### src/rtl/tile_blitter_pkg.sv
`default_nettype none
// ==================================================================
// game_params : shared tile/screen geometry, key bit, FSM states
// rev 1.0
// ==================================================================
package game_params;

  localparam int TILE_W    = 32;
  localparam int TILE_H    = 32;
  localparam int SCREEN_W  = 640;
  localparam int SCREEN_H  = 480;
  localparam int TILE_ID_W = 6;
  localparam int ROM_AW    = 16;
  localparam int KEY_BIT   = 15;
  localparam int DST_AW    = 19;

  typedef enum logic [1:0] {
    ST_IDLE   = 2'd0,
    ST_STREAM = 2'd1,
    ST_FLUSH  = 2'd2,
    ST_DONE   = 2'd3
  } blit_state_t;

  // Constant pitch multiply as a sum of shifted copies (640 -> y<<9 + y<<7).
  function automatic logic [DST_AW-1:0] pitch_mul(input logic [8:0] y, input int unsigned pitch);
    logic [DST_AW-1:0] acc;
    acc = '0;
    for (int i = 0; i < DST_AW; i++) begin
      if (pitch[i]) acc = acc + (DST_AW'(y) << i);
    end
    return acc;
  endfunction

endpackage
`default_nettype wire

### src/rtl/tile_blitter_addr_gen.sv
`default_nettype none
// ==================================================================
// blit_addr_gen : tile row/col walker, frame-buffer address and clip
// rev 1.0
// ==================================================================
module blit_addr_gen #(
  parameter int TILE_W    = game_params::TILE_W,
  parameter int TILE_H    = game_params::TILE_H,
  parameter int SCREEN_W  = game_params::SCREEN_W,
  parameter int SCREEN_H  = game_params::SCREEN_H,
  parameter int TILE_ID_W = game_params::TILE_ID_W,
  parameter int ROM_AW    = game_params::ROM_AW
) (
  input  logic                 clk,
  input  logic                 rstn,
  input  logic                 load,
  input  logic                 step,
  input  logic [TILE_ID_W-1:0] tile_id,
  input  logic [9:0]           pos_x,
  input  logic [8:0]           pos_y,
  output logic [ROM_AW-1:0]    rom_addr,
  output logic [18:0]          pix_addr,
  output logic                 on_screen,
  output logic                 last_pix
);
  import game_params::*;

  localparam int CW = $clog2(TILE_W);
  localparam int RW = $clog2(TILE_H);

  logic [TILE_ID_W-1:0] tile_id_q, tile_id_d;
  logic [9:0]           pos_x_q, pos_x_d;
  logic [8:0]           pos_y_q, pos_y_d;
  logic [CW-1:0]        col_q, col_d;
  logic [RW-1:0]        row_q, row_d;
  logic [18:0]          row_base_q, row_base_d;
  logic                 col_wrap;

  assign col_wrap = (col_q == CW'(TILE_W - 1));

  always_comb begin
    tile_id_d  = tile_id_q;
    pos_x_d    = pos_x_q;
    pos_y_d    = pos_y_q;
    col_d      = col_q;
    row_d      = row_q;
    row_base_d = row_base_q;
    if (load) begin
      tile_id_d  = tile_id;
      pos_x_d    = pos_x;
      pos_y_d    = pos_y;
      col_d      = '0;
      row_d      = '0;
      row_base_d = pitch_mul(pos_y, SCREEN_W) + 19'(pos_x);
    end else if (step) begin
      col_d = col_q + CW'(1);
      if (col_wrap) begin
        row_d      = row_q + RW'(1);
        row_base_d = row_base_q + 19'(SCREEN_W);
      end
    end
  end

  always_ff @(posedge clk or negedge rstn) begin
    if (!rstn) begin
      tile_id_q  <= '0;
      pos_x_q    <= '0;
      pos_y_q    <= '0;
      col_q      <= '0;
      row_q      <= '0;
      row_base_q <= '0;
    end else begin
      tile_id_q  <= tile_id_d;
      pos_x_q    <= pos_x_d;
      pos_y_q    <= pos_y_d;
      col_q      <= col_d;
      row_q      <= row_d;
      row_base_q <= row_base_d;
    end
  end

  assign rom_addr = {tile_id_q, row_q, col_q};
  assign pix_addr = row_base_q + 19'(col_q);
  assign last_pix = col_wrap && (row_q == RW'(TILE_H - 1));

  // Widened sums so a tile hanging past the right/bottom edge never wraps back on-screen.
  assign on_screen = (({1'b0, pos_x_q} + 11'(col_q)) < 11'(SCREEN_W)) &&
                     (({1'b0, pos_y_q} + 10'(row_q)) < 10'(SCREEN_H));

endmodule
`default_nettype wire

### src/rtl/tile_blitter.sv
`default_nettype none
// ==================================================================
// tile_blitter : copies one tile from tile ROM into the frame buffer
// rev 1.0
// ==================================================================
module tile_blitter #(
  parameter int TILE_W    = game_params::TILE_W,
  parameter int TILE_H    = game_params::TILE_H,
  parameter int SCREEN_W  = game_params::SCREEN_W,
  parameter int SCREEN_H  = game_params::SCREEN_H,
  parameter int TILE_ID_W = game_params::TILE_ID_W,
  parameter int ROM_AW    = game_params::ROM_AW
) (
  input  logic                 clk,
  input  logic                 rstn,
  input  logic                 start,
  input  logic [TILE_ID_W-1:0] tile_id,
  input  logic [9:0]           pos_x,
  input  logic [8:0]           pos_y,
  output logic                 busy,
  output logic                 done,
  output logic [ROM_AW-1:0]    rom_addr,
  input  logic [15:0]          rom_data,
  output logic [18:0]          dst_addr,
  output logic [15:0]          dst_data,
  output logic                 dst_wr
);
  import game_params::*;

  blit_state_t state_q, state_d;
  logic        accept, step, last_pix, on_screen;
  logic [18:0] pix_addr;
  logic        issued_q, issued_d;
  logic        on_screen_q, on_screen_d;
  logic [18:0] dst_addr_q, dst_addr_d;

  assign accept = (state_q == ST_IDLE) && start;
  assign step   = (state_q == ST_STREAM);

  blit_addr_gen #(
    .TILE_W    (TILE_W),
    .TILE_H    (TILE_H),
    .SCREEN_W  (SCREEN_W),
    .SCREEN_H  (SCREEN_H),
    .TILE_ID_W (TILE_ID_W),
    .ROM_AW    (ROM_AW)
  ) u_addr_gen (
    .clk       (clk),
    .rstn      (rstn),
    .load      (accept),
    .step      (step),
    .tile_id   (tile_id),
    .pos_x     (pos_x),
    .pos_y     (pos_y),
    .rom_addr  (rom_addr),
    .pix_addr  (pix_addr),
    .on_screen (on_screen),
    .last_pix  (last_pix)
  );

  always_comb begin
    state_d = state_q;
    case (state_q)
      ST_IDLE:   if (start) state_d = ST_STREAM;
      ST_STREAM: if (last_pix) state_d = ST_FLUSH;
      ST_FLUSH:  state_d = ST_DONE;
      ST_DONE:   state_d = ST_IDLE;
      default:   state_d = ST_IDLE;
    endcase
  end

  // Pixel attributes travel one stage so they line up with the ROM read latency.
  always_comb begin
    issued_d    = step;
    on_screen_d = on_screen;
    dst_addr_d  = pix_addr;
  end

  always_ff @(posedge clk or negedge rstn) begin
    if (!rstn) begin
      state_q     <= ST_IDLE;
      issued_q    <= 1'b0;
      on_screen_q <= 1'b0;
      dst_addr_q  <= '0;
    end else begin
      state_q     <= state_d;
      issued_q    <= issued_d;
      on_screen_q <= on_screen_d;
      dst_addr_q  <= dst_addr_d;
    end
  end

  assign busy     = step || (state_q == ST_FLUSH);
  assign done     = (state_q == ST_DONE);
  assign dst_wr   = issued_q && on_screen_q && !rom_data[KEY_BIT];
  assign dst_addr = dst_addr_q;
  assign dst_data = issued_q ? rom_data : 16'h0000;

endmodule
`default_nettype wire

### config.mk
export PLATFORM = sky130hd
export DESIGN_NAME = tile_blitter
export DESIGN_NICKNAME = d
export VERILOG_FILES = /design/src/rtl/tile_blitter_pkg.sv /design/src/rtl/tile_blitter_addr_gen.sv /design/src/rtl/tile_blitter.sv
export SDC_FILE = /design/constraint.sdc
export NUM_CORES = 1
export LEC_CHECK = 0
export ABC_AREA = 1
export CAP_MARGIN = 10
export CORE_MARGIN = 5
export CORE_UTILIZATION = 55
export DETAILED_ROUTE_END_ITERATION = 6
export GPL_TIMING_DRIVEN = 0
export PLACE_DENSITY = 0.86
export SYNTH_ARGS = -nofsm -noshare
export SYNTH_HDL_FRONTEND = slang
export SYNTH_HIERARCHICAL = 1
export SYNTH_SLANG_ARGS = --single-unit
export TNS_END_PERCENT = 1
### constraint.sdc
create_clock -name clk -period 4.7 [get_ports clk]
set_clock_uncertainty 0.1 [all_clocks]
set_input_delay 0.94 -clock clk [delete_from_list [all_inputs] [get_ports clk]]
set_output_delay 0.94 -clock clk [all_outputs]
set_load 0.02 [all_outputs]
==> run metrics, run 1 <==
family with the most delay on the worst path=buffers and inverters; Area contributors post-synth=dfrtp_1 (42%), nand2_1 (14%), ha_1 (9.1%); Final min period=3.19 ns; final antenna diode count=0; CP most frequent cell=clkdlybuf4s50_1; Final Cycle Share=67.9%; share of cells above drive strength 1=5.38%; Synth warnings=6; Synth top area share=42.5%; WHS=0.375 ns; Netlist Area Pre-Place=0.00454 mm2; routed vias/inst=5.27; dpl cell area=0.00566 mm2; post-DP HPWL=8940 um; initial antenna violation count=0; critical path launch point type=input pin; area leader, netlist=dfrtp_1; CP Depth=4; Rel. slew slack=64.5%; crit path max fanout=2; final setup margin=1.51 ns; pin count of the biggest net entering global routing=55; post-route cell area=0.00585 mm2; Worst setup EP type=primary output; Rows=33; cts bufs inserted=9; Clk Latency, worst-skew pair=0.35 ns; total wire length=11300 um; Yosys cell types=40; Mapped Cells=574; worst slack at placement=1.22 ns; routability cong.=0.901; worst-case reg-to-reg path depth=10; sequential cell area fraction in the yosys report=42.5%; Seq cells post-synth=77; post-CTS sizing=0; Pre-Repair DR Iteration Count=5; WL/cell=14.3 um; Final Setup Violations=0; Fin. Hold Viols=0; average size of a mapped cell=7.90 um2; max-slew violation count=0; Max Cap Viol=0; P&R area growth vs syn=29.1%; leading register cell type out of synthesis=dfrtp_1; slowest cell on the critical path=clkdlybuf4s50_1; critical path arrival=2.15 ns; clock buffer depth=2; post-synthesis async set-or-reset flop share=100%; status=complete, no violations; Die Y=101 um; unrepaired setup endpoints after global routing=false; ANT nets after route=0; TritonCTS clock tree=yes; setup TNS=0 ns; CTS root buffer=clkbuf_8; initial core utilization=55.8%; Tot GR Track Use=23.2%; Post-CTS Setup Bufs=0; GR Overflow Total=0; core area=0.00813 mm2; critical path's largest stage delay=0.60 ns; Max IR drop VDD=351 uV; worst path bufs/invs=3; H-tree level count=3; Worst Hold Class=in2async; number of port buffers=97; P_leak=3.07 nW; Boundary Pins=98; via count of the first global-routing pass=4047; critical-path cell list=clkdlybuf4s50_1 -> nand2_1 -> inv_1 -> clkdlybuf4s50_1; worst endpoint required time=3.66 ns; chip width=101 um; Pwr Density=560 mW/mm2; Fmax=0.314 GHz; Setup CP Type=in2out; clock sink count=77; Hold Buf Count CTS=0; DRC=0; Post-synth EDFFs=0; final net count=763; first-pass GRT wire length=18700 um; slew at the pin closest to its max-slew limit=0.533 ns; Worst-path clk slew=0.08 ns; synthesized net count=654; full die area=0.0102 mm2; Via Count=4183; initial DRC count=377
## state kept, by name (all words and copies together) (netlist names)
register and flops:
u_addr_gen/col_q 5, u_addr_gen/row_base_q 19, u_addr_gen/pos_y_q 9, dst_addr 19, on_screen_q 1, issued_q 1
u_addr_gen/tile_id_q 6, u_addr_gen/row_q 5, u_addr_gen/pos_x_q 10, state_q 2
## kinds of logic after synthesis
| family | Yosys count | synth area share (%) |
|---|---|---|
| flops | 77 | 42.5 |
| xor+xnor | 23 | 4.44 |
| buf+inv | 98 | 8.61 |
| simple gates | 263 | 24.6 |
| compound gates | 77 | 9.49 |
| fa+ha+maj | 36 | 10.4 |
## where the power goes
part           switching (mW)  total (mW)  internal, mW
sequential              0.199        1.16         0.959
combinational           0.949        1.63         0.680
clock                   0.245       0.493         0.248
## synth_stat cells (all sizes together) (4+ instances only)
library cell and n:
ha 33, clkbuf 9, buf 4, a21oi 29
xor2 19, dfrtp 77, nand3 32, inv 84
xnor2 4, o21ai 36, nor2 39, nand4 5
nand2 175, nor3 5
## final cells by class
cell class,count,area [um2]
Fill cell,595,2280
Multi-Input combinational cell,399,2220
Sequential cell,77,1930
Timing Repair Buffer,98,996
Inverter,85,319
Clock buffer,11,131
Tap cell,105,131
Buffer,13,71.3
Clock inverter,5,60.1
## through the flow
stage,power [mW],cells,util (%)
3_5_place_dp,2.78,777,69.6
2_1_floorplan,2.13,574,-
6_report,3.28,793,72.0
3_3_place_gp,2.69,776,69.3
5_1_grt,3.52,793,72.0
4_1_cts,3.29,793,72.0
## worst paths after layout
check | from | endpoint | slack, ns
worst max register to register | u_addr_gen/col_q[0] | u_addr_gen/row_q[3] | 2.34
worst min register to register | u_addr_gen/tile_id_q[4] | u_addr_gen/tile_id_q[4] | 0.37
min in group clk | u_addr_gen/tile_id_q[4] | u_addr_gen/tile_id_q[4] | 0.38
max in group asynchronous | rstn | u_addr_gen/row_base_q[14] | 3.56
worst min-delay path | rstn | u_addr_gen/pos_x_q[1] | 0.37
worst max-delay path | rom_data[15] | dst_data[15] | 1.51
## layout by cell type (no fill, tap or decap), drive strengths merged, types with 2 or more instances in the layout
cell type	n
dfrtp	77
a21oi	29
and3	2
nor2	39
o21bai	3
o311ai	2
fa	3
clkbuf	20
clkdlybuf4s50	96
nand4	5
xnor2	4
nand3	32
nand2	175
clkinv	3
or2	3
buf	6
o21ai	36
inv	85
xor2	19
ha	33
o211ai	2
nor3	5
## metal layers
layer / up-vias / routed length [um] / track usage (%)
met3: 25 / 728 / 4.71
met1: 1959 / 4590 / 28.9
met4: 0 / 238 / 7.77
li1: 2039 / - / -
met2: 160 / 5740 / 40.1
met5: - / 0 / 0
Power figures use the tool's default switching activity.
==> run 2, diff against run 1 <==
--- a/config.mk
+++ b/config.mk
@@ -8,10 +8,10 @@
 export ABC_AREA = 1
 export CAP_MARGIN = 10
 export CORE_MARGIN = 5
-export CORE_UTILIZATION = 55
+export CORE_UTILIZATION = 46
 export DETAILED_ROUTE_END_ITERATION = 6
 export GPL_TIMING_DRIVEN = 0
-export PLACE_DENSITY = 0.86
+export PLACE_DENSITY = 0.76
 export SYNTH_ARGS = -nofsm -noshare
 export SYNTH_HDL_FRONTEND = slang
 export SYNTH_HIERARCHICAL = 1
==> constraint.sdc (replaced) <==
create_clock -name clk -period 2.63 [get_ports clk]
set_clock_uncertainty 0.1 [all_clocks]
set_input_delay 0.526 -clock clk [delete_from_list [all_inputs] [get_ports clk]]
set_output_delay 0.526 -clock clk [all_outputs]
set_load 0.02 [all_outputs]
==> run 2 against run 1 <==
Register-to-register slack got worse by 2.1 ns. Die area rose by 18%. Hold slack improved by 0.00063 ns. Via count fell by 3.0%. Non-clock buffer count rose by 4. Routed wire length fell by 2.3%. Combinational power rose by 77%. Sequential share of layout area fell by 0.67 points. Flip-flop and latch count did not move. Sequential power rose by 77%. Clock power rose by 100%. Largest cell class unchanged. Critical path depth rose by 12.
==> run metrics, run 2 (synthesized netlist as in run 1, its figures left out) <==
placed instance count=805 (was 777); Worst Hold Class=reg2reg (was in2async); first-pass GRT wire length=18400 um (was 18700 um); TritonCTS clock tree=yes (unchanged); via count of the first global-routing pass=3871 (was 4047); max-slew violation count=0 (unchanged); slowest cell on the critical path=fa_1 (was clkdlybuf4s50_1); GR Util met3=3.41% (was 4.71%); initial core utilization=46.8% (was 55.8%); GR Overflow Total=0 (unchanged); initial antenna violation count=0 (unchanged); commonest non-fill, non-tap cell in the layout=nand2_1 (unchanged); critical path's largest stage delay=0.38 ns (was 0.60 ns); Pre-Repair DR Iteration Count=5 (unchanged); share of cells above drive strength 1=6.94% (was 5.38%); crit path max fanout=3 (was 2); Tot GR Track Use=19.5% (was 23.2%); number of port buffers=97 (unchanged); Worst setup EP type=flop (was primary output); ANT nets after route=0 (unchanged); clock buffer depth=2 (unchanged); clock sink count=77 (unchanged); Final Cycle Share=93.2%; GRT busiest layer=met2 (unchanged); Pwr Density=993 mW/mm2 (was 560 mW/mm2); Clk Latency, worst-skew pair=0.35 ns (about the same); GR Layer Usage met1=25.6% (was 28.9%); Final Setup Violations=0 (unchanged); H-tree level count=3 (unchanged); P_leak=3.13 nW (was 3.07 nW); commonest non-fill, non-tap cells in the layout=nand2_1 (170), clkdlybuf4s50_1 (91), inv_1 (82), dfrtp_1 (77) (was nand2_1 (172), clkdlybuf4s50_1 (96), inv_1 (83), dfrtp_1 (77)); Die Y=109 um (was 101 um); Setup CP Type=in2reg (was in2out); critical path arrival=2.59 ns (was 2.15 ns); met2 Use GR=33.2% (was 40.1%); critical-path cell list=dlygate4sd2_1 -> ha_2 -> inv_1 -> fa_1 -> inv_1 -> nand2_1 -> nand2_2 -> nand3_1 -> nand2_2 -> nand3_1 -> nor2_2 -> nand2_1 -> nand2_1 -> nand3_1 -> nand2_1 -> o21ai_2 (was clkdlybuf4s50_1 -> nand2_1 -> inv_1 -> clkdlybuf4s50_1); cts bufs inserted=9 (unchanged); critical path launch point type=input pin (unchanged); routability cong.=0.868 (was 0.901); Boundary Pins=98 (unchanged); P&R area growth vs syn=31.8% (was 29.1%); slew at the pin closest to its max-slew limit=0.570 ns (was 0.533 ns); worst endpoint required time=2.76 ns (was 3.66 ns); Worst-path clk slew=0.07 ns (was 0.08 ns); status=complete, no violations (unchanged); core area=0.00968 mm2 (was 0.00813 mm2); CP most frequent cell=nand2_1 (was clkdlybuf4s50_1); Fill cells=849 (was 595); post-DP HPWL=8680 um (was 8940 um); Final min period=2.45 ns; DRC=0 (unchanged); unrepaired setup endpoints after global routing=false (unchanged); Layout Utilization=61.7% (was 72.0%); WL/cell=13.4 um (was 14.3 um); worst path bufs/invs=3 (unchanged); final antenna diode count=0 (unchanged); final net count=767 (was 763); routed vias/inst=4.92 (was 5.27); full die area=0.0119 mm2 (was 0.0102 mm2); pin count of the biggest net entering global routing=57 (was 55); Fmax=0.408 GHz; Max IR drop VDD=390 uV (was 351 uV); CTS root buffer=clkbuf_8 (unchanged); family with the most delay on the worst path=simple AND/OR/NAND/NOR gates (was buffers and inverters); Via Count=4058 (was 4183); Fin. Hold Viols=0 (unchanged); Rel. slew slack=62.0% (was 64.5%); Rows=36 (was 33); Non-Filler Instances=825 (was 793); chip width=109 um (was 101 um); total wire length=11000 um (was 11300 um); initial DRC count=255 (was 377); Max Cap Viol=0 (unchanged)
-- run 2: cell count changes in the layout (fill, tap and decap cells not counted), sizes merged --
| cell | before | now |
|---|---|---|
| dlymetal6s2s | 0 | 3 |
| inv | 85 | 84 |
| dlygate4sd3 | 0 | 1 |
| dlygate4sd2 | 0 | 2 |
| clkinv | 3 | 2 |
| clkinvlp | 1 | 2 |
| bufinv | 1 | 2 |
| buf | 6 | 9 |
| clkdlybuf4s50 | 96 | 91 |
-- run 2: routing by layer --
layer | wire length [um] | vias up | part of all wire, %
met5 | 0 | - | 0
met4 | 127 | 0 | 1.2
met3 | 634 | 11 | 5.7
met2 | 5400 | 119 | 49
met1 | 4870 | 1887 | 44
li1 | - | 2041 | -
-- run 2: path summary, 6_finish.rpt --
check | to | slack (ns) | from | cells after the start
setup reg to reg | dst_addr[18] | 0.25 | u_addr_gen/col_q[0] | 9
hold / removal | u_addr_gen/tile_id_q[4] | 0.38 | u_addr_gen/tile_id_q[4] | 2
max in group asynchronous | u_addr_gen/tile_id_q[2] | 1.36 | rstn | 3
min in group asynchronous | u_addr_gen/pos_x_q[1] | 0.51 | rstn | 2
hold reg to reg | u_addr_gen/tile_id_q[4] | 0.38 | u_addr_gen/tile_id_q[4] | 2
setup / recovery | u_addr_gen/row_base_q[17] | 0.18 | pos_y[2] | 16
-- run 2: stage by stage --
step	instance area, um2	total power [mW]	TNS (ns)	setup slack (ns)	hold slack, ns
after floorplan	4540	3.80	0	0.381	0.130
after global routing	5980	6.39	0	0.00862	0.392
final	5980	5.93	0	0.178	0.376
after detailed placement	5700	4.95	-1.90	-0.458	0.333
after CTS	5960	5.97	0	0.0266	0.378
after global placement	5670	4.85	-128.42	-1.65	0.356
-- run 2: worst reg2reg max path, cell delays in order (launching register included) --
cell and delay (ns):
dfrtp_1 0.47, ha_1 0.22, inv_1 0.06, fa_1 0.41, o21ai_0 0.37, nand2_1 0.10, nand2_1 0.13, nand2_1 0.14
nor2_1 0.16, xor2_1 0.15
-- run 2: timing repair --
action,4_1_cts,5_1_grt
pin swaps,5,3
hold buffers,1,0
gates cloned,0,0
gates resized for setup,6,7
hold endpoints to repair,21,0
buffers inserted,3,0
endpoints found under the setup margin,1,5
-- run 2: power breakdown --
part / internal [mW] / switching (mW) / total (mW) / leakage, nW
Combinational: 1.22 / 1.67 / 2.89 / 2.08
Sequential: 1.71 / 0.339 / 2.05 / 0.942
Clock: 0.562 / 0.428 / 0.989 / 0.106
Total: 3.50 / 2.43 / 5.93 / 3.13
-- run 2: final cells by class --
| type | count | area, um2 | share of cell area (%) |
|---|---|---|---|
| multi-input cells | 399 | 2230 | 37.4 |
| flip-flops and latches | 77 | 1930 | 32.2 |
| repair buffers | 102 | 1030 | 17.3 |
| inverters | 85 | 319 | 5.34 |
| well taps | 133 | 166 | 2.78 |
| clock buffers | 11 | 141 | 2.37 |
| clock inverters | 5 | 83.8 | 1.40 |
| plain buffers | 13 | 71.3 | 1.19 |
